--- config.mk ---
export PLATFORM = sky130hd
export DESIGN_NAME = track_steer
export DESIGN_NICKNAME = d
export VERILOG_FILES = /design/src/rtl/track_steer.sv
export SDC_FILE = /design/constraint.sdc
export NUM_CORES = 1
export LEC_CHECK = 0
export BUFFER_PORTS_ARGS = -buffer_cell sky130_fd_sc_hd__buf_2
export CAP_MARGIN = 5
export CORE_MARGIN = 4
export CORE_UTILIZATION = 59
export DETAILED_ROUTE_END_ITERATION = 12
export PLACE_DENSITY = 0.91
export SYNTH_ARGS = -nofsm -noshare
export SYNTH_HDL_FRONTEND = slang
export SYNTH_SLANG_ARGS = --single-unit
--- constraint.sdc ---
create_clock -name clk -period 3.13 [get_ports clk]
set_clock_uncertainty 0.2 [all_clocks]
set_input_delay 0.1565 -clock clk [delete_from_list [all_inputs] [get_ports clk]]
set_output_delay 0.1565 -clock clk [all_outputs]
set_load 0.005 [all_outputs]
--- src/rtl/track_steer.sv ---
// Line-following steering controller: synchronises and debounces the three track sensors,
// flags obstacles with hysteresis, and runs the HALT/FWD/LEFT/RIGHT/SEARCH/STOP motor FSM.
module track_steer #(
  parameter logic [15:0] DEBOUNCE_CYC = 16'd50000,
  parameter logic [27:0] LOST_TIMEOUT = 28'd200000000,
  parameter logic [19:0] OBST_NEAR    = 20'd3000,
  parameter logic [19:0] OBST_FAR     = 20'd3500
) (
  input  logic        clk,
  input  logic        rst,
  input  logic        left_track,
  input  logic        mid_track,
  input  logic        right_track,
  input  logic [19:0] distance,
  output logic [1:0]  mode,
  output logic [1:0]  l_IN,
  output logic [1:0]  r_IN,
  output logic        obstacle,
  output logic        lost
);

  typedef enum logic [2:0] {
    S_HALT, S_FWD, S_LEFT, S_RIGHT, S_SEARCH, S_STOP
  } state_e;

  typedef enum logic {DIR_LEFT, DIR_RIGHT} dir_e;

  logic [2:0]  sync1_q, sync1_d, sync2_q, sync2_d, pat_q, pat_d, trk_q, trk_d;
  logic [15:0] cnt_q, cnt_d;
  logic        obstacle_q, obstacle_d;
  state_e      state_q, state_d;
  dir_e        last_dir_q, last_dir_d;
  logic [27:0] timer_q, timer_d;
  logic        halt_lost_q, halt_lost_d;
  logic [1:0]  mode_q, mode_d, drive_q, drive_d;
  logic        lost_q, lost_d;

  // Pattern {L,M,R} to steering state; 101 is ambiguous and keeps the current state.
  function automatic state_e pattern_next(input logic [2:0] p, input state_e cur);
    case (p)
      3'b010, 3'b111: pattern_next = S_FWD;
      3'b110, 3'b100: pattern_next = S_LEFT;
      3'b011, 3'b001: pattern_next = S_RIGHT;
      3'b000:         pattern_next = S_SEARCH;
      default:        pattern_next = cur;
    endcase
  endfunction

  // NOTE: every signal assigned in always_comb gets a default first, so no path infers a latch.
  always_comb begin
    sync1_d = {left_track, mid_track, right_track};
    sync2_d = sync1_q;
    pat_d   = sync2_q;
    cnt_d   = cnt_q;
    trk_d   = trk_q;
    // cnt counts consecutive cycles the synchronised pattern has been unchanged.
    if (sync2_q != pat_q) begin
      cnt_d = 16'd1;
    end else if (cnt_q < DEBOUNCE_CYC) begin
      cnt_d = cnt_q + 16'd1;
    end
    if (cnt_d == DEBOUNCE_CYC) begin
      trk_d = sync2_q;
    end

    obstacle_d = obstacle_q;
    if (distance < OBST_NEAR) begin
      obstacle_d = 1'b1;
    end else if (distance >= OBST_FAR) begin
      obstacle_d = 1'b0;
    end
  end

  always_comb begin
    state_d     = state_q;
    halt_lost_d = halt_lost_q;
    last_dir_d  = last_dir_q;
    if (state_q == S_HALT) begin
      if (trk_q == 3'b010 && !obstacle_q) begin
        state_d     = S_FWD;
        halt_lost_d = 1'b0;
      end
    end else if (obstacle_q) begin
      state_d = S_STOP;
    end else if (state_q == S_SEARCH && timer_q == LOST_TIMEOUT - 28'd1) begin
      state_d     = S_HALT;
      halt_lost_d = 1'b1;
    end else begin
      state_d = pattern_next(trk_q, state_q);
    end

    if (state_d == S_LEFT) begin
      last_dir_d = DIR_LEFT;
    end else if (state_d == S_RIGHT) begin
      last_dir_d = DIR_RIGHT;
    end

    timer_d = (state_q == S_SEARCH && state_d == S_SEARCH) ? timer_q + 28'd1 : 28'd0;
  end

  // Outputs are registered from the current state, one cycle behind it.
  always_comb begin
    mode_d  = 2'b00;
    drive_d = 2'b00;
    lost_d  = halt_lost_q;
    case (state_q)
      S_FWD:    begin mode_d = 2'b01; drive_d = 2'b01; end
      S_LEFT:   begin mode_d = 2'b10; drive_d = 2'b01; end
      S_RIGHT:  begin mode_d = 2'b11; drive_d = 2'b01; end
      S_SEARCH: begin
        mode_d  = (last_dir_q == DIR_RIGHT) ? 2'b11 : 2'b10;
        drive_d = 2'b01;
      end
      default:  ;
    endcase
  end

  // NOTE: non-blocking assignments so every flop samples the pre-edge value of the others.
  always_ff @(posedge clk or negedge rst) begin
    if (!rst) begin
      sync1_q     <= 3'b000;
      sync2_q     <= 3'b000;
      pat_q       <= 3'b000;
      trk_q       <= 3'b000;
      cnt_q       <= 16'd0;
      obstacle_q  <= 1'b0;
      state_q     <= S_HALT;
      last_dir_q  <= DIR_LEFT;
      timer_q     <= 28'd0;
      halt_lost_q <= 1'b0;
      mode_q      <= 2'b00;
      drive_q     <= 2'b00;
      lost_q      <= 1'b0;
    end else begin
      sync1_q     <= sync1_d;
      sync2_q     <= sync2_d;
      pat_q       <= pat_d;
      trk_q       <= trk_d;
      cnt_q       <= cnt_d;
      obstacle_q  <= obstacle_d;
      state_q     <= state_d;
      last_dir_q  <= last_dir_d;
      timer_q     <= timer_d;
      halt_lost_q <= halt_lost_d;
      mode_q      <= mode_d;
      drive_q     <= drive_d;
      lost_q      <= lost_d;
    end
  end

  assign mode     = mode_q;
  assign l_IN     = drive_q;
  assign r_IN     = drive_q;
  assign obstacle = obstacle_q;
  assign lost     = lost_q;

endmodule
==> impl_metrics.prom <==
# TYPE chip_impl_metric gauge
chip_impl_info{name="outcome",value="finished, final reports clean"} 1
chip_impl_metric{name="cts_buffer_depth",unit=""} 2
chip_impl_metric{name="internal_power",unit="mW"} 1.262
chip_impl_metric{name="ir_worst_vdd",unit="mV"} 0.3858
chip_impl_info{name="critPathLaunchType",value="flip-flop"} 1
chip_impl_metric{name="synth-edff-count",unit=""} 0
chip_impl_info{name="yosys.cell_count.top_type",value="dfrtp_1"} 1
chip_impl_info{name="rr_startpoint",value="cnt_q[12]$_DFF_PN0_"} 1
chip_impl_metric{name="vias",unit=""} 2783
chip_impl_metric{name="timing.final.crit_share",unit=""} 0.9066
chip_impl_metric{name="clock_power_share",unit=""} 0.427
chip_impl_info{name="hold_path_end",value="pat_d[0]$_DFF_PN0_"} 1
chip_impl_metric{name="die-area",unit="um2"} 7174
chip_impl_metric{name="place_congestion",unit=""} 1.008
chip_impl_metric{name="ff2ff_setup_slack",unit="ps"} 290
chip_impl_metric{name="timing_worst_slew_pin_value",unit="ps"} 809.4
chip_impl_metric{name="finalMaxSlewViolations",unit=""} 0
chip_impl_metric{name="synth-seq-cells",unit=""} 66
chip_impl_metric{name="initial_core_util",unit=""} 0.6189
chip_impl_info{name="crit_chain",value="nor4_4 > o21ai_2 > a211oi_1 > xor2_1 > and4bb_1 > nand4_2 > mux2_1"} 1
chip_impl_metric{name="count_of_antenna_violating_nets_left_after_detailed_routing",unit=""} 0
chip_impl_info{name="timing.hold.worst.start",value="sync1_q[0]$_DFF_PN0_"} 1
chip_impl_metric{name="antenna_cells",unit=""} 0
chip_impl_info{name="critical_path_class",value="reg2reg"} 1
chip_impl_metric{name="firstDrtPassIters",unit=""} 4
chip_impl_metric{name="synthDominantCellAreaShare",unit=""} 0.4758
chip_impl_metric{name="cts-buffers-inserted",unit=""} 9
chip_impl_metric{name="grt_pass1_wl",unit="um"} 12540
chip_impl_metric{name="clock_sinks",unit=""} 66
chip_impl_metric{name="critical_path_fanouts_max",unit=""} 7
chip_impl_metric{name="grt_start_max_net_pins",unit=""} 67
chip_impl_info{name="netlist.top_cell.by_area",value="dfrtp_1"} 1
chip_impl_metric{name="dieWidth",unit="um"} 84.70
chip_impl_metric{name="switching_share",unit=""} 0.2347
chip_impl_info{name="cp-end-kind",value="flip-flop"} 1
chip_impl_metric{name="post-cts-setup-buffers",unit=""} 0
chip_impl_metric{name="max_slew_margin",unit=""} 0.4604
chip_impl_metric{name="dp_hpwl",unit="um"} 4772
chip_impl_metric{name="detail_route.drc_violations",unit=""} 0
chip_impl_metric{name="synth_cell_type_count",unit=""} 54
chip_impl_metric{name="fin_nets",unit=""} 428
chip_impl_metric{name="floorplan.die.height",unit="um"} 84.70
chip_impl_metric{name="synth_async_sr_flop_share",unit=""} 1.000
chip_impl_metric{name="pin_count",unit=""} 33
chip_impl_metric{name="finalSetupViolCount",unit=""} 0
chip_impl_metric{name="rows",unit=""} 27
chip_impl_metric{name="first_global_vias",unit=""} 2719
chip_impl_metric{name="syn-cell-area",unit="um2"} 3471
chip_impl_metric{name="grt.total_usage",unit=""} 0.2180
chip_impl_metric{name="worstSkewPairLatency",unit="ps"} 350
chip_impl_metric{name="globalRouteOverflowTotal",unit=""} 0
chip_impl_metric{name="drv.max_cap_violation_count",unit=""} 0
chip_impl_metric{name="synth_sequential_area_ratio",unit=""} 0.4758
chip_impl_metric{name="detail_route.iter0.violations",unit=""} 265
chip_impl_metric{name="cellLeakagePower",unit="nW"} 1.634
chip_impl_metric{name="final_hold_viol_count",unit=""} 0
chip_impl_metric{name="fillCellCount",unit=""} 394
chip_impl_metric{name="synth-warning-count",unit=""} 0
chip_impl_metric{name="postRouteWirelength",unit="um"} 7306
chip_impl_info{name="postSynth.topFlopCell",value="dfrtp_1"} 1
chip_impl_info{name="cts_tree",value="yes"} 1
chip_impl_info{name="rsz0062_at_grt",value="no"} 1
chip_impl_metric{name="crit_required",unit="ps"} 3160
chip_impl_metric{name="power_per_cell_area",unit="nW/um2"} 419.7
chip_impl_info{name="cts-root-buf",value="clkbuf_8"} 1
chip_impl_metric{name="buffer_ports.inserted",unit=""} 28
chip_impl_metric{name="share_of_layout_cells_above_drive_strength_1",unit=""} 0.1453
chip_impl_metric{name="worst_setup_hold_path_clk_slew",unit="ps"} 80
chip_impl_metric{name="worst_r2r_path_depth",unit=""} 7
chip_impl_metric{name="critPathMaxStageDelay",unit="ps"} 470
chip_impl_metric{name="timing.setup.tns",unit="ps"} 0
chip_impl_info{name="rr_endpoint",value="trk_q[1]$_DFFE_PN0N_"} 1
chip_impl_info{name="ys_top_cells_by_area",value="dfrtp_1 48%, xnor2_1 7.6%, nor2_1 5.7%"} 1
chip_impl_metric{name="cts-htree-levels",unit=""} 3
chip_impl_metric{name="share_seq_of_total_power",unit=""} 0.527
chip_impl_metric{name="netSwitchingPower",unit="uW"} 386.9
chip_impl_metric{name="design.core.area",unit="um2"} 5608
chip_impl_info{name="critical_path.slowest_cell",value="dfrtp_1"} 1
chip_impl_metric{name="synthToLayoutAreaGrowth",unit="%"} 13.16
chip_impl_metric{name="synthesis.area_per_instance",unit="um2"} 9.483
chip_impl_metric{name="post_drt_wl_per_cell",unit="um"} 15.28
chip_impl_metric{name="initial_antenna_violation_count",unit=""} 0
chip_impl_info{name="timing.hold.worst.class",value="reg2reg"} 1
chip_impl_metric{name="power.combinational.fraction",unit=""} 0.046
chip_impl_metric{name="max_freq",unit="GHz"} 0.3524
chip_impl_metric{name="pre_cts_ws",unit="ps"} 371.7
chip_impl_metric{name="whs",unit="ps"} 154.6
chip_impl_info{name="most_numerous_cell_types_in_the_synthesized_netlist",value="66 x dfrtp_1, 53 x nor2_1, 31 x nand2_1"} 1
chip_impl_metric{name="vias_per_cell",unit=""} 5.822
chip_impl_metric{name="layout_min_cycle_time",unit="ps"} 2838
chip_impl_metric{name="synth_cells",unit=""} 366
chip_impl_metric{name="critPathArrivalTime",unit="ps"} 2860
chip_impl_metric{name="worstHoldPathCells",unit=""} 0
chip_impl_metric{name="minimum_setup_slack_in_the_final_design",unit="ps"} 292.5
-- cell usage in the layout, fill, tap and decap left out, types with 10 or more instances in the layout --
cell type / n
dfrtp_1: 66
nor3_1: 13
and3_1: 11
nand3_1: 14
xor2_1: 10
buf_2: 28
a21oi_1: 14
inv_1: 13
nand2_1: 31
xnor2_1: 30
nor2_1: 53
-- worst max-delay path: cells and delay by family, from the launching register on --
kind            cells  cell delay [ps]
simple gates        3              860
compound gates      2              580
flops               1              470
mux                 1              370
xor+xnor            1              240
-- timing repair --
item                      CTS  global route
hold endpoints to repair   70             0
resized for setup           0             0
hold buffers                6             0
-- cell type report --
type                            instances  area, um2  share of cell area
Timing Repair Buffer                   38      242.7             0.06180
Inverter                               13      48.80             0.01242
Clock inverter                          6      67.56             0.01720
Sequential cell                        66       1652              0.4205
Multi-Input combinational cell        273       1699              0.4326
Tap cell                               72      90.09             0.02294
Clock buffer                           10      127.6             0.03249
-- power by group through the flow --
stage	registers, mW	clock network (mW)	logic, mW
floorplan	0.882	0	0.0334
global placement	0.884	0	0.0670
detailed placement	0.884	0	0.0697
CTS	0.868	0.720	0.0756
global route	0.869	0.768	0.0857
finish	0.869	0.704	0.0752
-- cell families after synthesis --
family	count (synthesis)	share of synthesized area
multiplexers	6	0.01910
AO/OA/AOI/OAI	48	0.09625
adder cells (fa/ha/maj)	2	0.007209
other	1	0.001080
AND/OR/NAND/NOR	175	0.2639
buffers and inverters	28	0.03569
XOR/XNOR	40	0.1009
flip-flops	66	0.4758
-- state kept, by name, summed over array words and instances, names as in the netlist, 2 cells and up --
register	flops
state_q	3
sync1_q	3
pat_q	3
pat_d	3
timer_q	28
trk_q	3
mode	2
cnt_q	16
-- how the worst max path moves through the flow --
| stage | cells after the start | slack (ps) | endpoint | from |
|---|---|---|---|---|
| 2_1_floorplan | 7 | 650 | trk_q[0]$_DFFE_PN0N_ | cnt_q[12]$_DFF_PN0_ |
| 4_1_cts | 7 | 330 | trk_q[1]$_DFFE_PN0N_ | cnt_q[12]$_DFF_PN0_ |
| 6_report | 7 | 290 | trk_q[1]$_DFFE_PN0N_ | cnt_q[12]$_DFF_PN0_ |
| 3_5_place_dp | 7 | 370 | trk_q[1]$_DFFE_PN0N_ | cnt_q[12]$_DFF_PN0_ |
| 3_3_place_gp | 7 | 410 | trk_q[1]$_DFFE_PN0N_ | cnt_q[12]$_DFF_PN0_ |
| 5_1_grt | 7 | 140 | trk_q[1]$_DFFE_PN0N_ | cnt_q[12]$_DFF_PN0_ |
-- per-stage QoR --
step,cell area [um2],cells,power (mW),util
detailed placement,3672,456,0.9541,0.6548
CTS,3928,478,1.664,0.7004
finish,3928,478,1.648,0.7004
global placement,3672,456,0.9507,0.6548
floorplan,3475,367,0.9156,-
global route,3928,478,1.723,0.7004
-- layer usage --
metal  global-route usage  vias up  share of wire
met1               0.2774     1332           0.43
met2               0.3495      102           0.49
li1                     -     1335              -
met3              0.06869       14          0.059
met5                    0        -              0
met4              0.08201        0          0.015
Note: power is estimated with default switching activity, not from simulation.
